### config.mk
export PLATFORM = sky130hd
export DESIGN_NAME = multicycle_control
export DESIGN_NICKNAME = d
export VERILOG_FILES = /design/src/rtl/cpu_pkg.sv /design/src/rtl/multicycle_control.sv
export SDC_FILE = /design/constraint.sdc
export NUM_CORES = 1
export LEC_CHECK = 0
export BUFFER_PORTS_ARGS = -buffer_cell sky130_fd_sc_hd__buf_2
export CELL_PAD_IN_SITES_DETAIL_PLACEMENT = 0
export CELL_PAD_IN_SITES_GLOBAL_PLACEMENT = 1
export CORE_MARGIN = 2
export CORE_UTILIZATION = 28
export DETAILED_ROUTE_END_ITERATION = 7
export PLACE_DENSITY = 0.91
export SYNTH_ARGS = -nofsm -noshare
export SYNTH_HDL_FRONTEND = slang
export SYNTH_SLANG_ARGS = --single-unit
### constraint.sdc
create_clock -name CLK -period 1.69 [get_ports CLK]
set_input_delay 0.169 -clock CLK [delete_from_list [all_inputs] [get_ports CLK]]
set_output_delay 0.169 -clock CLK [all_outputs]
set_load 0.03 [all_outputs]
### src/rtl/cpu_pkg.sv
// Shared types and constants for the 16-bit, 8-register multicycle CPU control path.
// Covers FSM states, opcodes, mux select encodings and instruction field positions.
package cpu_pkg;

  typedef enum logic [3:0] {
    S_RESET,
    S_FETCH,
    S_DECODE,
    S_EXEC_R,
    S_EXEC_I,
    S_ALU_WB,
    S_MEM_ADDR,
    S_MEM_RD,
    S_MEM_WB,
    S_MEM_WR,
    S_BRANCH,
    S_JUMP,
    S_HALT
  } state_t;

  typedef enum logic [3:0] {
    OP_ADD  = 4'h0,
    OP_SUB  = 4'h1,
    OP_AND  = 4'h2,
    OP_OR   = 4'h3,
    OP_ADDI = 4'h4,
    OP_LW   = 4'h5,
    OP_SW   = 4'h6,
    OP_BEQ  = 4'h7,
    OP_J    = 4'h8,
    OP_HALT = 4'hF
  } opcode_t;

  localparam logic [1:0] ALU_ADD = 2'b00;
  localparam logic [1:0] ALU_SUB = 2'b01;
  localparam logic [1:0] ALU_AND = 2'b10;
  localparam logic [1:0] ALU_OR  = 2'b11;

  localparam logic [1:0] PC_SRC_ALU    = 2'b00;
  localparam logic [1:0] PC_SRC_ALUOUT = 2'b01;
  localparam logic [1:0] PC_SRC_JUMP   = 2'b10;

  localparam logic [1:0] SRCB_REG = 2'b00;
  localparam logic [1:0] SRCB_ONE = 2'b01;
  localparam logic [1:0] SRCB_IMM = 2'b10;

  localparam int unsigned OP_MSB = 15;
  localparam int unsigned OP_LSB = 12;
  localparam int unsigned RD_MSB = 11;
  localparam int unsigned RD_LSB = 9;
  localparam int unsigned RS_MSB = 8;
  localparam int unsigned RS_LSB = 6;
  localparam int unsigned RT_MSB = 5;
  localparam int unsigned RT_LSB = 3;

  typedef struct packed {
    logic       reg_we;
    logic       mem_to_reg;
    logic       iord;
    logic       mem_we;
    logic       ir_we;
    logic       pc_we;
    logic       pc_we_cond;
    logic [1:0] pc_src;
    logic       alu_src_a;
    logic [1:0] alu_src_b;
    logic [1:0] alu_ctl;
    logic       halted;
  } ctrl_t;

endpackage

### src/rtl/multicycle_control.sv
// Moore FSM sequencing fetch/decode/execute/memory/writeback for the multicycle CPU.
// Control outputs depend only on the registered state (plus IR fields); ZERO is gated in the datapath.
module multicycle_control
  import cpu_pkg::*;
#(
  parameter int OPW = 4,
  parameter int RAW = 3
) (
  input  logic           CLK,
  input  logic           RST,
  input  logic [15:0]    INSTR,
  input  logic           ZERO,
  output logic [RAW-1:0] RA1,
  output logic [RAW-1:0] RA2,
  output logic [RAW-1:0] WA3,
  output logic           REG_WE,
  output logic           MEM_TO_REG,
  output logic           IOR_D,
  output logic           MEM_WE,
  output logic           IR_WE,
  output logic           PC_WE,
  output logic           PC_WE_COND,
  output logic [1:0]     PC_SRC,
  output logic           ALU_SRC_A,
  output logic [1:0]     ALU_SRC_B,
  output logic [1:0]     ALU_CTL,
  output logic           HALTED
);

  state_t           state_q, state_d;
  logic [OPW-1:0]   op_bits;
  opcode_t          op;
  ctrl_t            ctl;

  assign op_bits = INSTR[OP_MSB:OP_LSB];
  assign op      = opcode_t'(op_bits);

  // ZERO is consumed by the datapath's PC gating; INSTR[2:0] is imm/unused here.
  logic unused_ok;
  assign unused_ok = ^{ZERO, INSTR[2:0]};

  // NOTE: state registers use non-blocking assignment so every flop samples pre-edge values.
  always_ff @(posedge CLK) begin
    if (RST) state_q <= S_RESET;
    else     state_q <= state_d;
  end

  // NOTE: state_d gets a default before the case so no path leaves it unassigned (no latch).
  always_comb begin
    state_d = S_RESET;
    unique case (state_q)
      S_RESET:  state_d = S_FETCH;
      S_FETCH:  state_d = S_DECODE;
      S_DECODE: begin
        case (op)
          OP_ADD, OP_SUB, OP_AND, OP_OR: state_d = S_EXEC_R;
          OP_ADDI:                       state_d = S_EXEC_I;
          OP_LW, OP_SW:                  state_d = S_MEM_ADDR;
          OP_BEQ:                        state_d = S_BRANCH;
          OP_J:                          state_d = S_JUMP;
          OP_HALT:                       state_d = S_HALT;
          default:                       state_d = S_FETCH;
        endcase
      end
      S_EXEC_R:   state_d = S_ALU_WB;
      S_EXEC_I:   state_d = S_ALU_WB;
      S_ALU_WB:   state_d = S_FETCH;
      S_MEM_ADDR: state_d = (op == OP_LW) ? S_MEM_RD : S_MEM_WR;
      S_MEM_RD:   state_d = S_MEM_WB;
      S_MEM_WB:   state_d = S_FETCH;
      S_MEM_WR:   state_d = S_FETCH;
      S_BRANCH:   state_d = S_FETCH;
      S_JUMP:     state_d = S_FETCH;
      S_HALT:     state_d = S_HALT;
      default:    state_d = S_RESET;
    endcase
  end

  always_comb begin
    ctl = '0;
    case (state_q)
      S_FETCH: begin
        ctl.ir_we     = 1'b1;
        ctl.pc_we     = 1'b1;
        ctl.alu_src_b = SRCB_ONE;
        ctl.alu_ctl   = ALU_ADD;
      end
      S_DECODE: begin
        ctl.alu_src_b = SRCB_IMM;
        ctl.alu_ctl   = ALU_ADD;
      end
      S_EXEC_R: begin
        ctl.alu_src_a = 1'b1;
        ctl.alu_src_b = SRCB_REG;
        ctl.alu_ctl   = INSTR[OP_LSB+1:OP_LSB];
      end
      S_EXEC_I, S_MEM_ADDR: begin
        ctl.alu_src_a = 1'b1;
        ctl.alu_src_b = SRCB_IMM;
        ctl.alu_ctl   = ALU_ADD;
      end
      S_ALU_WB: ctl.reg_we = 1'b1;
      S_MEM_RD: ctl.iord   = 1'b1;
      S_MEM_WB: begin
        ctl.reg_we     = 1'b1;
        ctl.mem_to_reg = 1'b1;
      end
      S_MEM_WR: begin
        ctl.iord   = 1'b1;
        ctl.mem_we = 1'b1;
      end
      S_BRANCH: begin
        ctl.alu_src_a  = 1'b1;
        ctl.alu_src_b  = SRCB_REG;
        ctl.alu_ctl    = ALU_SUB;
        ctl.pc_we_cond = 1'b1;
        ctl.pc_src     = PC_SRC_ALUOUT;
      end
      S_JUMP: begin
        ctl.pc_we  = 1'b1;
        ctl.pc_src = PC_SRC_JUMP;
      end
      S_HALT:  ctl.halted = 1'b1;
      default: ctl = '0;
    endcase
  end

  // Store and branch compare the register named in [11:9], so it goes out on port 2.
  assign RA1 = INSTR[RS_MSB:RS_LSB];
  assign RA2 = (op == OP_SW || op == OP_BEQ) ? INSTR[RD_MSB:RD_LSB] : INSTR[RT_MSB:RT_LSB];
  assign WA3 = INSTR[RD_MSB:RD_LSB];

  assign REG_WE     = ctl.reg_we;
  assign MEM_TO_REG = ctl.mem_to_reg;
  assign IOR_D      = ctl.iord;
  assign MEM_WE     = ctl.mem_we;
  assign IR_WE      = ctl.ir_we;
  assign PC_WE      = ctl.pc_we;
  assign PC_WE_COND = ctl.pc_we_cond;
  assign PC_SRC     = ctl.pc_src;
  assign ALU_SRC_A  = ctl.alu_src_a;
  assign ALU_SRC_B  = ctl.alu_src_b;
  assign ALU_CTL    = ctl.alu_ctl;
  assign HALTED     = ctl.halted;

endmodule

== Yosys cells after proc, flatten, opt, wreduce, memory -nomap -nowiden ==
Memory sizes are Yosys's and may differ from the RTL's.
Cells that the tools add are included.

* Memories kept: 1
* Output and inout port bits: 24
* Memory bits (read-only): 64
* Flip-flop bits (word level): 4

{| class="wikitable"
|+ Memory list
! name !! words !! bits a word !! rd ports !! clocked after Yosys merged registers in !! write ports !! RTL line !! text
|-
| (no name shown) || 16 || 4 || 1 || 0 || 0 || multicycle_control.sv:55 || <nowiki>case (op)</nowiki>
|}

* Multiplexer cells: 14
* Reductions and logical operators: 9
* Eq/ne operators: 15

{| class="wikitable"
|+ Operator list
! cell !! number
|-
| 4-bit by 3-bit == test with 1-bit output, second input constant || 7
|-
| 4-bit one-hot mux with 7 select lines || 1
|-
| 4-bit == test, second input constant || 5
|-
| 4-bit one-hot mux with 4 select lines || 1
|-
| 1-bit 2-to-1 mux || 9
|-
| 4-bit by 2-bit == test with 1-bit output, second input constant || 2
|-
| 2-bit OR reduction || 4
|-
| 6-bit OR reduction || 1
|-
| 4-bit by 1-bit == test with 1-bit output, second input constant || 1
|-
| 4-bit zero test || 1
|-
| 4-bit 2-to-1 mux || 1
|-
| 2-bit one-hot mux with 2 select lines || 1
|-
| 4-bit OR reduction || 1
|-
| 3-bit 2-to-1 mux || 1
|-
| 3-bit OR reduction || 1
|-
| 1-bit logical OR || 1
|}

== Depth between registers and ports, before layout ==
Gate-level depths: netlist of run 1.

* Word-level depth: 3
* Mapped depth: 5
* Mapped depth without buffers: 3

== Worst setup path after synthesis of run 1 ==
OpenSTA, ideal clock, no wires.

* Kind: register to output
* Start: register state_q[3]
* End: output port PC_WE
* Path slack: -0.173 ns
* Stages on the path, launching flop included: 4
* Arrival: 1.694 ns
* Path buffers: 1
* Path through: dfxtp_1 > buf_2 > nor2b_1 > nor4b_1

* Cells in the longest elaborated chain, start to end: 3
* Elaborated cells between the ends (all ways): 4
* Classes of those cells: eq/ne: 2; mux: 1; reduce/logical: 1

{| class="wikitable"
|+ Ends and longest elaborated chain
! item !! RTL line !! text
|-
| start, declared || multicycle_control.sv:30 || <nowiki>state_t state_q, state_d;</nowiki>
|-
| start signal, assigned || multicycle_control.sv:45 || <nowiki>else state_q <= state_d;</nowiki>
|-
| 4-bit by 1-bit == test with 1-bit output / 4-bit == test (equally long branches) || multicycle_control.sv:81 || <nowiki>case (state_q)</nowiki>
|-
| 2-bit OR reduction (no line) (*) || - ||
|-
| 1-bit 2-to-1 mux (*) || multicycle_control.sv:81 ||
|-
| end, declared || multicycle_control.sv:21 || <nowiki>output logic PC_WE,</nowiki>
|}

Mark *: on every way between the ends. The rest lies on a longest branch, timed or not.

== Worst setup path in the final report of run 1 ==
* Start: register state_q[2]
* End: output port ALU_SRC_A

* Cells in the longest elaborated chain, start to end: 3
* Elaborated cells between the ends (all ways): 6
* Classes of those cells: eq/ne: 4; mux: 1; reduce/logical: 1

{| class="wikitable"
|+ Ends and longest elaborated chain
! item !! RTL line !! text
|-
| 4-bit == test, or another cell as far along || multicycle_control.sv:81 ||
|-
| 4-bit OR reduction (no line) (*) || - ||
|-
| 1-bit 2-to-1 mux (*) || multicycle_control.sv:81 ||
|-
| end, declared || multicycle_control.sv:24 || <nowiki>output logic ALU_SRC_A,</nowiki>
|}

Marked as above.

==> results of run 1 <==
## kinds of logic (layout without fill, tap and decap cells)
| kind of cell | after synthesis | after routing |
|---|---|---|
| buffers and inverters | 15 | 41 |
| AND/OR/NAND/NOR | 40 | 40 |
| AO/OA/AOI/OAI | 13 | 13 |
| multiplexers | 5 | 5 |
| flip-flops | 4 | 4 |
## critical path: cells and delay by family, from the launching register on
family / cells / cell delay (ns)
AND/OR/NAND/NOR: 1 / 0.24
AO/OA/AOI/OAI: 2 / 0.23
flip-flops: 1 / 0.47
buffers and inverters: 1 / 0.23
## final timing paths
kind / endpoint / slack (ns) / cells after the start
setup / recovery: ALU_SRC_A / 0.10 / 4
hold reg to reg: state_q[0] / 0.63 / 2
setup reg to reg: state_q[1] / 0.34 / 4
hold / removal: state_q[0] / 0.22 / 2
## repair_timing
item / 4_1_cts / 5_1_grt
hold buffers: 0 / 0
setup endpoints to repair: 0 / 7
gates resized for setup: 0 / 3
## final cells by class
type | instances | area [um2]
inverters | 3 | 11.3
fillers | 211 | 1210
repair buffers | 35 | 183
flip-flops and latches | 4 | 83.8
multi-input cells | 58 | 435
clock buffers | 3 | 22.5
well taps | 27 | 33.8
## per-layer routing
layer | part of all wire (%) | vias to the layer above | wire length (um)
met5 | 0 | - | 0
met4 | 3.9 | 0 | 56
met3 | 5.6 | 5 | 80
met2 | 47 | 20 | 661
met1 | 44 | 275 | 619
li1 | - | 323 | -
## power by group through the flow
stage                     sequential (W)  combinational [W]  clock, W
after floorplan                 0.000117           0.000200         0
after global routing            0.000131           0.000251  0.000135
final                           0.000128           0.000231  0.000127
after CTS                       0.000127           0.000233  0.000134
after detailed placement        0.000128           0.000232         0
after global placement          0.000127           0.000228         0
## per-stage QoR
stage          hold slack (ns)  instances  power [W]  worst slack, ns
2_1_floorplan            0.383         77   0.000317           0.0233
3_3_place_gp             0.338        127   0.000356            0.284
3_5_place_dp             0.338        127   0.000360            0.286
4_1_cts                  0.224        130   0.000494           0.0123
5_1_grt                  0.241        130   0.000517           0.0385
6_report                 0.223        130   0.000486            0.105
## layout by cell type, fill, tap and decap left out, drive strengths merged
cell type and instances:
buf 35, nor2 6, nand2b 4, nand2 4
o21ai 4, mux2 4, dfxtp 4, nor3 3
nor2b 3, nand3b 3, a31oi 3, clkbuf 3
inv 3, nor4b 3, and4bb 2, and2b 2
and2 2, nand3 2, a21boi 2, and3 2
nor3b 1, or3 1, a21oi 1, mux2i 1
nand4b 1, o21bai 1, a41oi 1, o311ai 1
and4b 1
==> summary.md, run 1 <==
| Metric | Value |
|---|---|
| Core Region | a little under 2000 um2 |
| CTS tree | yes |
| TNS Setup | 0 ns |
| Synth area leader | dfxtp_1 |
| Most Used Layer, Global Route | met2 |
| Crit path cell chain | and2b_1 > a21oi_1 > o21ai_0 > buf_2 |
| PD cells | about 630 nW/um2 |
| DR vias | about 620 |
| Vias per std cell | ~4.8 |
| Rel. slew slack | 74.8% |
| Setup Skew | around 0.0037 ns |
| Met1 capacity usage during global routing | a little over an eighth |
| Synth Area in Compound Gates | 14.0% |
| Cell count after synthesis | slightly below 80 |
| H-tree Lvls | 1 |
| Max-slew violations | 0 |
| Share of power burned in registers | a little over a quarter |
| Worst Path Required | ~1.5 ns |
| Final ANT Viol Nets | 0 |
| Combinational share of power | approximately 48% |
| Final setup violation count | 0 |
| RePlAce Congestion | 0.732 |
| DP HPWL | 1.12 mm |
| Met2 Use GR | between 10% and 20% |
| Distinct cells, synth | 33 |
| Main combinational cell family by area after synthesis | simple AND/OR/NAND/NOR gates |
| Pin count of the biggest net entering global routing | 17 |
| Synthesized cell area | between 500 and 600 um2 |
| Worst Tran Pin Value | between 0.3 and 0.4 ns |
| Number of flops mapped to enable cells by yosys | 0 |
| Final Hold Fails | 0 |
| Detailed Routing Iterations Pass 1 | 2 |
| Most frequent cell after synthesis | buf_4 |
| Share of flip-flops with an asynchronous set or reset | 0% |
| Worst setup startpoint | state_q[2] |
| Tcrit/Tclk final | a little over nine tenths |
| Max reg flops | 4 |
| Gr usage total | 12.0% |
| Clock sinks | 4 |
| Most flop-heavy register | state_q |
| Vias in the first global route | 520 |
| Net switching power figure | a little over 0.0002 W |
| Mean cell area of the mapped netlist | between 7 and 8 um2 |
| RSZ-0062 raised after global routing | no |
| Starting Density | a little under a third |
| Status | finished, final reports clean |
| Ant diodes | 0 |
| CP Launch Type | flop |
| Dominant cells by area after synthesis | dfxtp_1 13%, buf_4 11%, mux2_4 7.5% |
| Leak | 0.370 nW |
| Most used DFF post-synth | dfxtp_1 |
| Synth top area share | between 10% and 20% |
| Adder-Cell Fraction of Synth Area | 0% |
| Post-Synth Simple-Gate Area | about 46% |
| Post-CTS setup buffers | 0 |
| Hold Startpoint | RST |
| Met3 Resource Use GR | less than 1% |
| XOR/XNOR Fraction of Synth Area | 0% |
| Die ar. | roughly 2500 um2 |
| Final core occ | 38.8% |
| Fraction of layout cells with a size suffix above 1 | a little over half |
| Sequential share of the synthesized area | a little over an eighth |
| Tmin final | ~1.6 ns |
| Pint | 0.000278 W |
| Grt total ovfl | 0 |
| Max-cap violations | 0 |
| Clk_lat worst skew | 0.25 ns |
| Die Span X | between 50 and 60 um |
| Net Sw Frac | ~43% |
| Reg clk slew, reported paths | about 0.04 ns |
| CP endpoint kind | output pin |
| Placed inst area | about 740 um2 |
| Die H | 50.2 um |
| Initial antenna violation count | 0 |
| DRC | 0 |
| Peak supply drop | ~0.22 mV |
| IO Pins | 43 |
| CP max-delay cell | dfxtp_1 |
| Setup CP Type | reg2out |
| Crit path DAT | about 1.4 ns |
| Starting DRT DRC Count | 2 |
| Most common library cells after synthesis | 9 x buf_4, 6 x nor2_1 |
| Rows | 16 |
| Multiplexer share of the synthesized area | 11.1% |
| Hold Crit Class | in2reg |
| Root Buffer | clkbuf_4 |
| Yosys Warn Count | 0 |
| Layout area overhead | 28.7% |
| CTS max path bufs | 2 |
| Port Buffer Count | 32 |
| Top flop regs | state_q x4 |
| WL/cell | between 10 and 15 um |
| Yosys reg bits | 4 |
| Num CTS Buffers | 3 |
| Clock share of power | a little over a quarter |
| R2r startpoint | state_q[2] |
| Mapped Nets | 96 |
| First-pass GRT wire length | 2.26 mm |
| Final net count | between 100 and 150 |
| Delay of the slowest critical-path stage | approximately 0.47 ns |
| Largest fanout on the critical path | 10 |
| Max frequency | 631 MHz |
| Final non-filler cell area | about 770 um2 |
| Final WL | between 1 and 1.5 mm |
Power figures use the tool's default switching activity.
==> inputs of run 2 (changes only) <==
CAP_MARGIN = 20   (was not set)
GPL_TIMING_DRIVEN = 0   (was not set)
==> run 2 against run 1 <==
Net effect: sequential power fell by 5%; fmax fell by 0.99%; sequential share of layout area fell by 1.1 points; setup slack got worse by 0.016 ns; non-clock buffer count rose by 12; die area did not move; clock skew barely moved; count of clock-buffer cells in the layout did not move; utilization rose by 4.4 points; critical path depth did not move; global-route usage fell by 0.63 points; cell count rose by 9.2%.
==> summary.md, run 2 (synthesis gave the netlist of run 1 again) <==
| Metric | Value |
|---|---|
| Status | finished, final reports clean |
| Vias per std cell | 4.74 |
| Leading cell types in the layout, fill and taps excluded | 35 x buf_2, 11 x buf_4, 6 x nor2_1 |
| Worst R2R Setup Slack | 0.50 ns |
| Top flop regs | state_q x4 |
| Final WL | approximately 1.5 mm |
| Worst Tran Pin Value | 0.292 ns |
| DP HPWL | 1.24 mm |
| Max-slew violations | 0 |
| DR vias | 673 |
| Vias in the first global route | between 500 and 600 |
| H-tree Lvls | 1 |
| Placed insts | 139 |
| RR Endpoint | state_q[2] |
| Most flop-heavy register | state_q |
| Final Hold Fails | 0 |
| Die H | around 50 um |
| IO Pins | 43 |
| RePlAce Congestion | roughly 0.81 |
| Max reg flops | 4 |
| CTS tree | yes |
| Filler instances | around 200 |
| Worst Slack Setup Final | a little under 0.09 ns |
| DRC | 0 |
| CP Launch Type | flop |
| Fraction of layout cells with a size suffix above 1 | a little under three fifths |
| Initial antenna violation count | 0 |
| CTS max path bufs | 2 |
| WHS | ~0.23 ns |
| Worst hold stages | 2 |
| Num CTS Buffers | 3 |
| Rel. slew slack | approximately four fifths |
| Clk_lat worst skew | about 0.24 ns |
| Core Region | between 1500 and 2000 um2 |
| Max-cap violations | 0 |
| CP endpoint kind | output pin |
| Rows | 16 |
| Tcrit/Tclk final | between 90% and 100% |
| Post-CTS setup buffers | 0 |
| Tmin final | 1.60 ns |
| Detailed Routing Iterations Pass 1 | 4 |
| Hold Buf Count CTS | 0 |
| Hold Path End | state_q[0] |
| Hold Crit Class | in2reg |
| Worst Path Required | 1.52 ns |
| Leak | about 0.43 nW |
| Layout area overhead | 43.1% |
| WL/cell | between 10 and 15 um |
| Die ar. | 2520 um2 |
| Dpl ws | about 0.17 ns |
| RSZ-0062 raised after global routing | no |
| Port Buffer Count | 35 |
| R2r startpoint | state_q[2] |
| Final net count | about 140 |
| Root Buffer | clkbuf_4 |
| Final non-filler cell area | roughly 860 um2 |
| Hold Startpoint | RST |
| Reg clk slew, reported paths | ~0.040 ns |
| Most common library cell in the layout ignoring fill and taps | buf_2 |
| Largest fanout on the critical path | 10 |
| First-pass GRT wire length | between 2 and 2.5 mm |
| Starting DRT DRC Count | 11 |
| Placed inst area | a little over 800 um2 |
| Die Span X | 50.2 um |
| Ant diodes | 0 |
| Pin count of the biggest net entering global routing | 11 |
| Gr usage total | 11.3% |
| PD cells | about 600 nW/um2 |
| Max frequency | about 620 MHz |
| Starting Density | a little under a third |
| Final cell count without fillers | 142 |
| Grt total ovfl | 0 |
| Setup CP Type | reg2out |
| TNS Setup | 0 ns |
| Peak supply drop | about 0.20 mV |
| Crit path DAT | between 1 and 1.5 ns |
| Final setup violation count | 0 |
| Setup Skew | 0.00336 ns |
| Final ANT Viol Nets | 0 |
| Cell count of the worst reg-to-reg path | 4 |
| Clock sinks | 4 |
## run 2: changes by cell type in the layout (fill, tap and decap cells not counted), sizes merged
| cell | previous run | this run |
|---|---|---|
| buf | 35 | 47 |
## run 2: area by class of cell
type,count,area (um2),area share (%)
repair buffers,35,180,21.1
plain buffers,12,88.8,10.4
flip-flops and latches,4,83.8,9.80
multi-input cells,58,435,50.9
inverters,3,11.3,1.32
well taps,27,33.8,3.95
clock buffers,3,22.5,2.63
## run 2: stage by stage
step | total power, W | util [%]
2_1_floorplan | 0.000317 | -
3_3_place_gp | 0.000385 | 41.3
3_5_place_dp | 0.000389 | 41.3
4_1_cts | 0.000514 | 42.8
5_1_grt | 0.000538 | 43.2
6_report | 0.000513 | 43.2
## run 2: power breakdown
part | total, W | leakage [nW] | internal, W | switching (W)
registers | 0.000121 | 0.0340 | 0.000105 | 0.0000158
logic | 0.000270 | 0.379 | 0.000111 | 0.000160
clock network | 0.000121 | 0.0138 | 0.0000796 | 0.0000417
## run 2: timing repair
item	CTS	global route
resized for setup	4	3
setup endpoints to repair	2	3
cloned	0	0
pin swaps	0	0
## run 2: how the worst max path moves through the flow
stage               startpoint    endpoint  slack [ns]  cells after the start
global placement    state_q[3]  ALU_CTL[0]        0.19                      4
detailed placement  state_q[3]  ALU_CTL[0]        0.17                      4
global route        state_q[3]  ALU_CTL[0]        0.02                      4
CTS                 state_q[2]   ALU_SRC_A        0.02                      5
floorplan           state_q[3]   ALU_SRC_A        0.02                      4
finish              state_q[3]  ALU_CTL[0]        0.09                      4
## run 2: routing by layer
metal  vias up  global-route usage, %  share of wire, %
li1        349                      -                 -
met1       297                   13.5                44
met2        25                   20.4                48
met3         2                  0.595               6.2
met4         0                   5.56               1.6
met5         -                      0                 0
## run 2: worst max-delay path, stage by stage, from the launching register on
cell     delay (ns)
dfxtp_2        0.38
buf_6          0.15
mux2_2         0.34
nor3b_2        0.15
buf_4          0.18
